<file path="src/rtl/traffic_display_scan.sv">
// ---------------------------------------------------------------------------
// traffic_display_scan
// Display stage of the traffic light controller. It takes the four BCD
// countdown digits and the two light flags. It drives a 4-digit multiplexed
// common-cathode 7-segment display and the red/green lamp LEDs of each road.
//
// The four digits are captured once per scan frame, at the last cycle of
// digit 3. A countdown update that arrives mid-frame therefore cannot tear the
// displayed value. Code 4'hF is blank and shows dark. Codes 4'hA..4'hE show a
// dash (segment g only).
//
// Optional feature (compile-time macro): LEADING_ZERO_BLANK_EN
//   When defined, a tens digit (A_Time_H / B_Time_H) whose captured value is 0
//   is shown dark. Units digits are never blanked.
//
// Parameters
//   SCAN_DIV  CLK cycles each digit is held (>= 1); one frame = 4*SCAN_DIV
//
// Ports
//   CLK       in   system clock, rising edge
//   R         in   asynchronous reset, active-high
//   A_Time_H  in   [3:0] road A tens digit  (0-9, 4'hF = blank)
//   A_Time_L  in   [3:0] road A units digit
//   B_Time_H  in   [3:0] road B tens digit
//   B_Time_L  in   [3:0] road B units digit
//   A_Light   in   1 = road A green, 0 = road A red
//   B_Light   in   1 = road B green, 0 = road B red
//   SEG       out  [6:0] segments {g,f,e,d,c,b,a}, active-high, registered
//   DIG       out  [3:0] one-hot digit select; bit0=A_H bit1=A_L bit2=B_H bit3=B_L
//   LED_A_G / LED_A_R / LED_B_G / LED_B_R  out  registered lamp drives
// ---------------------------------------------------------------------------
module traffic_display_scan #(
    parameter int SCAN_DIV = 4
) (
    input  logic       CLK,
    input  logic       R,
    input  logic [3:0] A_Time_H,
    input  logic [3:0] A_Time_L,
    input  logic [3:0] B_Time_H,
    input  logic [3:0] B_Time_L,
    input  logic       A_Light,
    input  logic       B_Light,
    output logic [6:0] SEG,
    output logic [3:0] DIG,
    output logic       LED_A_G,
    output logic       LED_A_R,
    output logic       LED_B_G,
    output logic       LED_B_R
);

    localparam int               DIV_W    = (SCAN_DIV > 1) ? $clog2(SCAN_DIV) : 1;
    localparam logic [DIV_W-1:0] DIV_LAST = DIV_W'(SCAN_DIV - 1);

    // BCD to 7-segment, {g,f,e,d,c,b,a}
    function automatic logic [6:0] seg_decode(input logic [3:0] code);
        logic [6:0] seg;
        case (code)
            4'h0:    seg = 7'h3F;
            4'h1:    seg = 7'h06;
            4'h2:    seg = 7'h5B;
            4'h3:    seg = 7'h4F;
            4'h4:    seg = 7'h66;
            4'h5:    seg = 7'h6D;
            4'h6:    seg = 7'h7D;
            4'h7:    seg = 7'h07;
            4'h8:    seg = 7'h7F;
            4'h9:    seg = 7'h6F;
            4'hA, 4'hB, 4'hC, 4'hD, 4'hE:
                     seg = 7'h40;
            4'hF:    seg = 7'h00;
            default: seg = 7'h00;
        endcase
        return seg;
    endfunction

    // Digit index to one-hot select; never multi-hot
    function automatic logic [3:0] onehot4(input logic [1:0] i);
        logic [3:0] oh;
        case (i)
            2'd0:    oh = 4'b0001;
            2'd1:    oh = 4'b0010;
            2'd2:    oh = 4'b0100;
            2'd3:    oh = 4'b1000;
            default: oh = 4'b0000;
        endcase
        return oh;
    endfunction

    logic [DIV_W-1:0] div_cnt_r;
    logic [1:0]       idx_r;
    logic [3:0][3:0]  snap_r;       // [0]=A_H [1]=A_L [2]=B_H [3]=B_L
    logic             wrap_s;
    logic             frame_end_s;
    logic [3:0]       cur_code_s;
    logic [6:0]       seg_next_s;

    assign wrap_s      = (div_cnt_r == DIV_LAST);
    assign frame_end_s = wrap_s && (idx_r == 2'd3);
    assign cur_code_s  = snap_r[idx_r];

    // Segment pattern for the digit currently selected
    always_comb begin
        seg_next_s = seg_decode(cur_code_s);
`ifdef LEADING_ZERO_BLANK_EN
        // idx_r[0]==0 selects a tens digit (idx 0 or 2)
        if (!idx_r[0] && (cur_code_s == 4'h0)) begin
            seg_next_s = 7'h00;
        end else begin
            seg_next_s = seg_decode(cur_code_s);
        end
`endif
    end

    // Prescaler and digit index
    always_ff @(posedge CLK or posedge R) begin
        if (R) begin
            div_cnt_r <= '0;
            idx_r     <= 2'd0;
        end else if (wrap_s) begin
            div_cnt_r <= '0;
            idx_r     <= idx_r + 2'd1;
        end else begin
            div_cnt_r <= div_cnt_r + DIV_W'(1);
        end
    end

    // Frame snapshot: all four digits load together at the end of a frame
    always_ff @(posedge CLK or posedge R) begin
        if (R) begin
            snap_r <= {4{4'hF}};
        end else if (frame_end_s) begin
            snap_r <= {B_Time_L, B_Time_H, A_Time_L, A_Time_H};
        end
    end

    // Registered display outputs, built from pre-edge index and snapshot
    always_ff @(posedge CLK or posedge R) begin
        if (R) begin
            SEG <= 7'h00;
            DIG <= 4'b0000;
        end else begin
            SEG <= seg_next_s;
            DIG <= onehot4(idx_r);
        end
    end

    // Registered lamp drives; blink toggling passes straight through
    always_ff @(posedge CLK or posedge R) begin
        if (R) begin
            LED_A_G <= 1'b0;
            LED_A_R <= 1'b0;
            LED_B_G <= 1'b0;
            LED_B_R <= 1'b0;
        end else begin
            LED_A_G <= A_Light;
            LED_A_R <= ~A_Light;
            LED_B_G <= B_Light;
            LED_B_R <= ~B_Light;
        end
    end

endmodule

</file>
<file path="config.mk">
export PLATFORM = sky130hd
export DESIGN_NAME = traffic_display_scan
export DESIGN_NICKNAME = d
export VERILOG_FILES = /design/src/rtl/traffic_display_scan.sv
export SDC_FILE = /design/constraint.sdc
export NUM_CORES = 1
export LEC_CHECK = 0
export BUFFER_PORTS_ARGS = -buffer_cell sky130_fd_sc_hd__buf_2
export CAP_MARGIN = 20
export CORE_UTILIZATION = 45
export CTS_CLUSTER_DIAMETER = 40
export CTS_CLUSTER_SIZE = 16
export DETAILED_ROUTE_END_ITERATION = 16
export GPL_TIMING_DRIVEN = 0
export PLACE_DENSITY = 0.76
export SLEW_MARGIN = 20
export SYNTH_ARGS = -nofsm -noshare
export SYNTH_HDL_FRONTEND = slang
export SYNTH_SLANG_ARGS = --single-unit
</file>
<file path="constraint.sdc">
create_clock -name CLK -period 5 [get_ports CLK]
set_clock_uncertainty 0.05 [all_clocks]
set_input_delay 0.25 -clock CLK [delete_from_list [all_inputs] [get_ports CLK]]
set_output_delay 0.25 -clock CLK [all_outputs]
set_load 0.05 [all_outputs]
</file>
==> results.toml <==
[hold_path]
min-delay-path-class = "primary input to flip-flop"
holdPathStages = 2
hold_path_startpoint = "A_Time_H[3]"
worst_hold_path_endpoint = "snap_r[3]"

[placed_design]
place_hpwl_um = 1670
globalplace.congestion = 0.683
buffer_ports.inserted = 34

[logic_synthesis]
synth_compound_gate_area_share_pct = 3.48
yosys.area.top_type = "dfrtp_1"
mappedNetlistArea_um2 = 1510
synth_sequential_area_ratio_pct = 59.3
synthAdderAreaFrac_pct = 9.11
main_combinational_cell_family_by_area_after_synthesis = "multiplexers"
synth_cell_type_count = 24
synth_top_cells_by_area = "dfrtp_1 (31%), dfstp_2 (28%), mux2_2 (13%)"
synthesis.yosys.warnings = 0
postSynthRegisterBits = 35
synth_simple_gate_area_share_pct = 4.64
synthesis.area_per_instance_um2 = 15.0
synth_fp_nets = 132
synth.area.mux_share_pct = 18.9
share_of_the_synthesized_area_in_the_top_cell_type_pct = 31.5
syn_inst = 101
post_synth_xor_xnor_area_pct = 0.580

[setup_path]
reg2reg_setup_slack_ns = 2.88
worst_r2r_startpoint = "idx_r[0]"
crit_path_slowest_cell = "mux4_1"
r2r-end = "SEG[4]"
element_type_at_the_critical_path_end = "flip-flop"
critPathMaxFanout = 6
data_required_critical_path_ns = 5.19
crit_path_cell_trace = "buf_6 -> mux4_1 -> inv_1 -> ha_1 -> inv_1 -> mux2_2 -> o21ai_0"
critical_path.startpoint_type = "flip-flop"
worstRegToRegCells = 7
critical_path.most_common_cell = "inv_1"
critPathKind = "flip-flop to flip-flop"
cp.arrival_ns = 2.31
critical-path-max-stage-delay_ns = 0.64

[cts]
cts.path.max_buffers = 2
tritoncts.num_buffers = 5
htree_levels = 2
clkSinkCount = 35
cts.root.buffer_cell = "clkbuf_4"
tritoncts_clock_tree = "done"
cts.repair.resized = 0
cts.clk_slew.worst_paths_ns = 0.10
worst_skew_pair.late_latency_ns = 0.33

[timing]
min_period_ns = 2.12
rsz0062_at_grt = "no"
report.final.hold_viol_count = 0
setup-violations-final = 0
worst-slew-pin-transition_ns = 0.691
finalSetupTns_ns = 0
hold_ws_ns = 0.0918
achievable-frequency_ghz = 0.471
timing.final.max_slew_violations = 0
finalCritPeriodShare_pct = 42.5
worst_slew_margin_rel_pct = 53.8

[power_and_ir_drop]
report.power.total_mw = 0.515
power.density_nw_per_um2 = 284
worst_ir_drop_vdd_v = 0.000124
leakage_power_nw = 0.862

[route]
drt_first_iter_violations = 17
drc = 0
top_layer_used = "met4"
route.detailed.vias_per_inst = 4.74
post_drt_wl_per_cell_um = 12.3
dr.pass1.iters = 5
final_antenna_net_count = 0
drt-total-wl_um = 2330
wirelength_met1_um = 963
route.met2.wl_um = 1170
route.met3.wl_um = 177
vias_post_dr = 900

[die]
initial_core_util_pct = 48.3
dieHeight_um = 59.9
dieArea_um2 = 3590
die_w_um = 59.9
io_pins = 35
core_region_area_um2 = 3130
core.rowCount = 20

[global_routing]
grt_max_degree = 36
grt_usage_pct = 16.1
antenna_found_initial = 0
grt_pass1_wl_um = 4040
via_count_of_the_first_global_routing_pass = 910
globalRouteOverflowTotal = 0

[finish]
num-nets-final = 176
layout-drive-gt1-share_pct = 55.5
num_antenna_cells = 0
fillCellCount = 262
layout.core_utilization_pct = 58.0
syn_to_final_growth_pct = 20.2

[flow_run]
maxCapViolations = 0

[status]
status = "completed"
-- logic make-up (layout without fill, tap and decap cells) --
| kind of cell | count (synthesis) | count (layout) |
|---|---|---|
| compound gates | 9 | 9 |
| xor+xnor | 1 | 1 |
| flops | 35 | 35 |
| buf+inv | 12 | 57 |
| mux | 21 | 21 |
| simple gates | 12 | 12 |
| fa+ha+maj | 11 | 11 |
-- layer usage --
layer | global-route usage (%) | vias up
met1 | 18.6 | 428
met2 | 26.2 | 41
li1 | - | 426
met4 | 6.98 | 0
met5 | 0 | -
met3 | 6.49 | 5
-- state kept, by name, indices dropped and copies added, names as in the netlist, 2 cells and up --
register / flops
DIG: 4
SEG: 7
div_cnt_r: 2
idx_r: 2
snap_r: 16
-- critical path, delay by kind of cell, from the launching register on --
family                   cells  cell delay (ns)
buffers and inverters        3             0.36
AO/OA/AOI/OAI                1             0.17
multiplexers                 2             0.89
flip-flops                   1             0.41
adder cells (fa/ha/maj)      1             0.16
-- cells in the final DEF, fill, tap and decap left out, drive strengths merged, types with 2 or more instances in the layout --
master,count
buf,36
dfrtp,19
mux2,17
dfstp,16
ha,11
inv,9
clkbuf,8
o21ai,6
mux4,4
nor2,3
dlygate4sd3,3
nand2,2
and2,2
-- where the power goes --
group / internal (mW) / switching [mW]
combinational: 0.0241 / 0.0432
clock: 0.0548 / 0.0873
sequential: 0.301 / 0.00445
-- stage by stage --
step / instance area (um2) / worst slack [ns] / cells
after floorplan: 1510 / 3.09 / 101
after global placement: 1740 / 2.96 / 179
after detailed placement: 1740 / 2.91 / 179
after CTS: 1820 / 2.88 / 190
after global routing: 1820 / 2.71 / 190
final: 1820 / 2.88 / 190
-- timing repair --
item                                    CTS  global route
endpoints found under the setup margin    0             0
hold endpoints to repair                 21             0
buffers inserted                          0             0
hold buffers                              3             0
-- cell type report --
class	instances	area (um2)	share of cell area [%]
sequential	35	896	49.3
multi-input combinational	54	554	30.5
timing repair buffer	37	200	11.0
tap	44	55.1	3.03
clock buffer	7	45.0	2.48
inverter	9	33.8	1.86
buffer	3	26.3	1.45
clock inverter	1	5.00	0.276
-- synth_stat cells --
cell	n
xor2_1	1
o31ai_1	1
a21o_1	1
mux2_2	17
dfrtp_1	19
buf_6	2
nand2_1	2
o21ai_0	5
o21ai_1	1
nand3b_1	1
nor2b_1	1
clkbuf_1	1
mux4_1	1
and2_2	1
inv_1	9
and2b_1	1
o21bai_1	1
nor3_1	1
nor2_1	3
or3b_4	1
ha_1	11
dfstp_2	16
mux4_2	3
and2_1	1
-- worst max-delay path by stage --
| stage | from | to | slack [ns] | cells past startpoint |
|---|---|---|---|---|
| CTS | idx_r[0] | SEG[4] | 2.88 | 7 |
| global placement | idx_r[0] | SEG[4] | 2.96 | 7 |
| detailed placement | idx_r[0] | SEG[4] | 2.91 | 7 |
| floorplan | idx_r[0] | SEG[4] | 3.09 | 7 |
| global route | idx_r[0] | SEG[4] | 2.71 | 7 |
| finish | idx_r[0] | SEG[4] | 2.88 | 7 |
(Power assumes the default switching activity.)
